<file path="src/rtl/mips_defs.sv">
// mips_defs: shared MIPS opcode constants, fetch state encoding and queue entry type.
package mips_defs;
    localparam logic [31:0] RESET_PC_DEFAULT = 32'h0000_0000;
    localparam logic [31:0] NOP_WORD         = 32'h0000_0000;
    localparam logic [5:0]  OP_RTYPE = 6'h00;
    localparam logic [5:0]  OP_J     = 6'h02;
    localparam logic [5:0]  OP_JAL   = 6'h03;
    localparam logic [5:0]  OP_BEQ   = 6'h04;
    localparam logic [5:0]  OP_BNE   = 6'h05;
    localparam logic [5:0]  OP_ADDI  = 6'h08;
    localparam logic [5:0]  OP_LW    = 6'h23;
    localparam logic [5:0]  OP_SW    = 6'h2B;
    typedef enum logic [1:0] {
        FETCH      = 2'd0,
        WAIT_SPACE = 2'd1,
        DISCARD    = 2'd2
    } fetch_state_t;
    typedef struct packed {
        logic [31:0] instr;
        logic [31:0] pc4;
    } qentry_t;
    function automatic logic [31:0] word_align(input logic [31:0] a);
        return {a[31:2], 2'b00};
    endfunction
endpackage

</file>
<file path="src/rtl/fetch_queue.sv">
// fetch_queue: 2-entry FIFO of {instr, pc+4} with flush; head is read straight from storage registers.
module fetch_queue import mips_defs::*; #(
    parameter int DEPTH = 2
) (
    input  logic        clk,
    input  logic        rst_n,
    input  logic        push,
    input  logic        pop,
    input  logic        flush,
    input  logic [31:0] din_instr,
    input  logic [31:0] din_pc4,
    output logic [1:0]  count,
    output logic [31:0] head_instr,
    output logic [31:0] head_pc4
);
    qentry_t mem [2];
    logic rd, wr, do_pop;
    assign do_pop = pop && count != 2'd0;
    always_ff @(posedge clk or negedge rst_n) begin
        if (!rst_n) begin
            mem[0] <= '0;
            mem[1] <= '0;
            rd     <= 1'b0;
            wr     <= 1'b0;
            count  <= 2'd0;
        end else if (flush) begin
            rd    <= 1'b0;
            wr    <= 1'b0;
            count <= 2'd0;
        end else begin
            if (push) begin
                mem[wr] <= '{instr: din_instr, pc4: din_pc4};
                wr      <= ~wr;
            end
            if (do_pop)
                rd <= ~rd;
            count <= count + {1'b0, push} - {1'b0, do_pop};
        end
    end
    assign head_instr = mem[rd].instr;
    assign head_pc4   = mem[rd].pc4;
    // The request policy guarantees a response always has room.
    assert property (@(posedge clk) disable iff (!rst_n) !(push && !flush && count == 2'(DEPTH)));
endmodule

</file>
<file path="src/rtl/fetch_unit.sv">
// fetch_unit: PC owner and req/ack instruction fetcher feeding decode through a 2-entry queue.
module fetch_unit import mips_defs::*; #(
    parameter logic [31:0] RESET_PC = RESET_PC_DEFAULT,
    parameter int          QDEPTH   = 2
) (
    input  logic        clk,
    input  logic        rst_n,
    output logic        imem_req,
    output logic [31:0] imem_addr,
    input  logic        imem_ack,
    input  logic [31:0] imem_rdata,
    input  logic        redirect,
    input  logic [31:0] redirect_pc,
    output logic        id_valid,
    input  logic        id_ready,
    output logic [31:0] id_instr,
    output logic [31:0] id_pc4,
    output logic [5:0]  id_opcode,
    output logic [5:0]  id_funct
);
    fetch_state_t state, state_n;
    logic [31:0] pc, pc_n, rpc;
    logic [1:0]  count, count_n;
    logic        acc, pop, push;
    always_comb begin
        rpc     = word_align(redirect_pc);
        acc     = imem_req & imem_ack;
        pop     = id_valid & id_ready;
        count_n = count + 2'd1 - {1'b0, pop};
        push    = 1'b0;
        state_n = state;
        pc_n    = pc;
        case (state)
            FETCH:
                if (redirect) begin
                    // An unanswered request must still be held until its ack arrives.
                    pc_n    = rpc;
                    state_n = (acc || !imem_req) ? FETCH : DISCARD;
                end else if (acc) begin
                    push    = 1'b1;
                    pc_n    = pc + 32'd4;
                    state_n = (count_n < 2'(QDEPTH)) ? FETCH : WAIT_SPACE;
                end
            WAIT_SPACE: begin
                pc_n    = redirect ? rpc : pc;
                state_n = (redirect || pop) ? FETCH : WAIT_SPACE;
            end
            DISCARD: begin
                pc_n    = redirect ? rpc : pc;
                state_n = imem_ack ? FETCH : DISCARD;
            end
            default: state_n = FETCH;
        endcase
    end
    always_ff @(posedge clk or negedge rst_n) begin
        if (!rst_n) begin
            state     <= FETCH;
            pc        <= RESET_PC;
            imem_req  <= 1'b0;
            imem_addr <= RESET_PC;
        end else begin
            state     <= state_n;
            pc        <= pc_n;
            imem_req  <= state_n != WAIT_SPACE;
            imem_addr <= (state_n == DISCARD) ? imem_addr : pc_n;
        end
    end
    fetch_queue #(.DEPTH(QDEPTH)) u_queue (
        .clk        (clk),
        .rst_n      (rst_n),
        .push       (push),
        .pop        (pop),
        .flush      (redirect),
        .din_instr  (imem_rdata),
        .din_pc4    (pc + 32'd4),
        .count      (count),
        .head_instr (id_instr),
        .head_pc4   (id_pc4)
    );
    assign id_valid  = count != 2'd0;
    assign id_opcode = id_instr[31:26];
    assign id_funct  = id_instr[5:0];
endmodule

</file>
<file path="config.mk">
export PLATFORM = sky130hd
export DESIGN_NAME = fetch_unit
export DESIGN_NICKNAME = d
export VERILOG_FILES = /design/src/rtl/mips_defs.sv /design/src/rtl/fetch_queue.sv /design/src/rtl/fetch_unit.sv
export SDC_FILE = /design/constraint.sdc
export NUM_CORES = 1
export LEC_CHECK = 0
export BUFFER_PORTS_ARGS = -buffer_cell sky130_fd_sc_hd__buf_4
export CELL_PAD_IN_SITES_DETAIL_PLACEMENT = 0
export CELL_PAD_IN_SITES_GLOBAL_PLACEMENT = 1
export CORE_UTILIZATION = 35
export DETAILED_ROUTE_END_ITERATION = 8
export PLACE_DENSITY = 0.62
export SYNTH_ARGS = -nofsm -noshare
export SYNTH_HDL_FRONTEND = slang
export SYNTH_HIERARCHICAL = 1
export SYNTH_SLANG_ARGS = --single-unit
</file>
<file path="constraint.sdc">
create_clock -name clk -period 2.9 [get_ports clk]
set_input_delay 0.145 -clock clk [delete_from_list [all_inputs] [get_ports clk]]
set_output_delay 0.145 -clock clk [all_outputs]
set_load 0.02 [all_outputs]
</file>
==> results <==
- The estimated wirelength of the detail-placed design is 17.5 mm.
- The maximum fanout along the worst path is 6.
- Across the routed clock network, the largest skew measured is around 0.022 ns.
- Setup repair after global routing left no endpoint under its margin.
- The launching element type of the critical path is a flip-flop.
- The floorplan die height is about 170 um.
- The synthesized design contains 0 enable-type register cells.
- For this design the static power due to leakage is 6.16 nW.
- Across every metal layer, demand over resource in global routing totals 0.178.
- Traced cell by cell, the critical path runs through ha_1 -> nand2_1 -> nor4_4 -> nand4_2 -> and3_1 -> or3_4 -> mux2_4.
- The share of total power dissipated in combinational logic is 0.447.
- The placeable core region is 28,800 um^2.
- The standard cell with the maximum stage delay on the critical path is sky130_fd_sc_hd__dfrtp_1.
- The worst-case IR drop observed on VDD is 0.000450 V.
- From synthesis to final layout, the design area changed by 25.6%.
- The die covers 30,000 um^2.
- The final number of max-transition violations came to 0.
- CTS saw 199 sinks.
- Across the run, the number of max-cap violations was 0.
- The setup TNS is 0 ns.
- In the routed layout, each cell is associated on average with a via count of roughly 5.
- The worst pin sits at a relative slew slack of 0.246.
- The share of synthesized area in the top cell type comes to 0.485.
- In this run the cell area of the synthesized design comes to roughly 10,000 um^2.
- After synthesis, the cell types taking the most area are sky130_fd_sc_hd__dfrtp_1 48%, sky130_fd_sc_hd__mux2_2 17%, sky130_fd_sc_hd__mux2_4 9.8%.
- In this run the power density over the cells is about 1000 nW/um^2.
- 0 antenna diodes ended up in the layout.
- The clock-pin slew on the worst setup and hold paths is around 0.090 ns.
- The number of instances resized during post-cts repair is 0.
- Measured along the x axis, the die boundary spans between 150 and 200 um.
- The fill cell instance count of the final layout is 2,690.
- In this run the deepest clock path goes through 2 buffers.
- The number of hold-slack violations in the final timing report came to 0.
- The residual DRC count is 0.
- Clock tree synthesis inserted a total of 17 buffers.
- After synthesis the netlist holds a flip-flop and latch count of 199.
- The final standard cell utilization of the core is 0.448.
- The share of total power consumed by net switching is 0.376.
- The total number of placement rows is 62.
- Summed over all nets, the switching power comes to about 4.9 mW.
- The min-delay analysis places its worst path in the category in -> reg.
- The number of global-route vias before repair is ~7,100.
- The initial antenna violation count is 1.
- The maximum number of pins on one net before global-route repair is between 70 and 80.
- Internal power comes to around 8.1 mW.
- The initial utilization of the core area, before any placement, comes to 0.357.
- The flow ran to the end, and the final reports show no timing, DRC or antenna violations.
- The detailed router finished its first iteration with around 500 violations.
- The synthesis warning total is 6.
- sky130_fd_sc_hd__dfrtp_1 takes more of the synthesized area than any other cell.
- At the worst endpoint, the required time is ~3.2 ns.
- On the worst path, the slowest cell contributes a delay of between 0.4 and 0.5 ns.
- The count of nets left with antenna violations once routing finished came out at 0.
- The sum of buffers and inverters on the critical path is 0.
- STA classifies the critical path endpoint as a flip-flop.
- The number of optimization iterations in the first detailed-route pass is 5.
- At the pin with the least slew margin, the transition time is 1.13 ns.
- Dividing the detail-routed wire length by the instance count gives 18.5 um.
- Routability-driven placement finished with a final weighted congestion of around 0.82.
- The arrival time reported for the critical path endpoint is 2.91 ns.
- The buffer type at the clock tree root is sky130_fd_sc_hd__clkbuf_16.
- The total length of routed wires is 25.8 mm.
- At the end of the flow, the number of nets in the layout was between 1,000 and 1,500.
- The netlist uses 64 different library cells.
- After technology mapping, the gate count stands at 791.
- The post-route minimum period is around 2.6 ns.
- After global routing the overflow that remains totals 0.
- The share of total power dissipated in sequential elements is 0.364.
- For this run, asynchronously set or reset flops after synthesis account for 1.00.
- Setup violations remaining at the end of the flow were counted as 0.
- The H-tree was split into 4 levels.
- The share of synthesized area occupied by flip-flops and latches is 0.485.
- Among all flip-flop cells after synthesis, the most frequent one is sky130_fd_sc_hd__dfrtp_1.
- The ratio of final minimum period to clock period is 0.894.
- Across all register-to-register paths, the minimum setup slack is roughly 0.31 ns.
- The first global-routing pass estimated roughly 42 mm of wire.
- The library cell used most frequently in the layout, excluding fill and tap cells, is sky130_fd_sc_hd__dfrtp_1.
- In the layout the commonest cells are 198 x sky130_fd_sc_hd__dfrtp_1, 197 x sky130_fd_sc_hd__buf_4, 158 x sky130_fd_sc_hd__mux2_2.
- Dividing the synthesized area by the synthesized cell count gives around 13 um^2.
- During I/O placement, the number of pins put on the boundary was around 180.
- The share of total power dissipated in the clock network is 0.189.
- The gate family responsible for the most delay along the worst path is simple AND/OR/NAND/NOR gates.
- The total nets after synthesis is 867.
- The fraction of layout instances using a drive strength above 1 is 0.471.
- Based on the critical path, the design can be clocked at up to 386 MHz.
- The total via count in the routed design is roughly 7,000.
- Input and output buffers added on the ports amount to 176.
- The clock tree from TritonCTS is done.
- The kind of critical path is reg -> reg.
- The clock latency on the worst-skew pair is between 0.4 and 0.5 ns.
[state kept, by name, summed over array words and instances, names as in the netlist]
name           cells
imem_req           1
state              2
u_queue/rd         1
u_queue/count      2
pc                32
u_queue/wr         1
u_queue/mem      128
imem_addr         32
[final cells by class]
class	instances	area [um^2]	area share
clock buffers	18	439	0.0340
clock inverters	14	160	0.0124
inverters	14	52.6	0.00407
multi-input cells	519	4730	0.367
flip-flops and latches	199	4980	0.386
well taps	384	480	0.0372
repair buffers	249	2050	0.159
[metrics by stage]
| stage | instances | worst slack, ns | instance area, um^2 | hold WS, ns | total power [mW] |
|---|---|---|---|---|---|
| after floorplan | 791 | 0.632 | 10300 | -0.151 | 8.47 |
| after global placement | 1319 | 0.355 | 11800 | 0.197 | 10.5 |
| after detailed placement | 1319 | 0.321 | 11800 | 0.196 | 10.5 |
| after CTS | 1397 | 0.289 | 12900 | 0.00840 | 13.1 |
| after global routing | 1397 | 0.197 | 12900 | 0.0244 | 13.8 |
| final | 1397 | 0.307 | 12900 | 0.0363 | 12.9 |
[synth_stat cells (13+ instances only)]
| library cell | number |
|---|---|
| sky130_fd_sc_hd__nor2_1 | 34 |
| sky130_fd_sc_hd__buf_4 | 14 |
| sky130_fd_sc_hd__mux2_4 | 67 |
| sky130_fd_sc_hd__dfrtp_1 | 199 |
| sky130_fd_sc_hd__o21ai_0 | 27 |
| sky130_fd_sc_hd__xnor2_1 | 23 |
| sky130_fd_sc_hd__nand3_1 | 18 |
| sky130_fd_sc_hd__nand4_1 | 13 |
| sky130_fd_sc_hd__buf_2 | 16 |
| sky130_fd_sc_hd__mux2_2 | 158 |
| sky130_fd_sc_hd__nand2_1 | 43 |
| sky130_fd_sc_hd__inv_1 | 13 |
| sky130_fd_sc_hd__a21oi_1 | 13 |
[worst paths after layout]
path                                   end  depth (start not counted)             from
setup / recovery             imem_addr[30]                          7            pc[2]
hold / removal                      pc[19]                          3  redirect_pc[19]
setup reg to reg             imem_addr[30]                          7            pc[2]
hold reg to reg             u_queue/mem[0]                          1   u_queue/mem[0]
max in group asynchronous           pc[11]                          3            rst_n
min in group asynchronous  u_queue/mem[40]                          2            rst_n
[power groups by stage]
stage          registers, mW  logic, mW  clock network (mW)
2_1_floorplan           4.64       3.83                   0
3_3_place_gp            4.74       5.73                   0
3_5_place_dp            4.75       5.77                   0
4_1_cts                 4.71       5.85                2.55
5_1_grt                 4.88       6.22                2.65
6_report                4.71       5.79                2.45
[timing repair]
item                      CTS  global route
hold endpoints to repair  143             0
buffers inserted            0             0
hold buffers               46             0
[worst reg2reg max path: stages, from the launching register on]
cell                      delay [ns]
sky130_fd_sc_hd__dfrtp_1        0.43
sky130_fd_sc_hd__ha_1           0.33
sky130_fd_sc_hd__nand2_1        0.20
sky130_fd_sc_hd__nor4_4         0.43
sky130_fd_sc_hd__nand4_2        0.21
sky130_fd_sc_hd__and3_1         0.23
sky130_fd_sc_hd__or3_4          0.38
sky130_fd_sc_hd__mux2_4         0.26
[cell families after synthesis]
group,after synthesis,share of synthesized area
AND/OR/NAND/NOR,158,0.0865
flip-flops,199,0.485
adder cells (fa/ha/maj),7,0.00853
XOR/XNOR,34,0.0303
buffers and inverters,73,0.0549
AO/OA/AOI/OAI,93,0.0618
multiplexers,227,0.273
[layer usage]
| metal | vias to the layer above | wire [um] | track usage |
|---|---|---|---|
| li1 | 3270 | - | - |
| met1 | 3539 | 13200 | 0.265 |
| met2 | 202 | 11300 | 0.260 |
| met3 | 18 | 1060 | 0.0371 |
| met4 | 0 | 271 | 0.0454 |
| met5 | - | 0 | 0 |
Note: power is estimated with default switching activity, not from simulation.
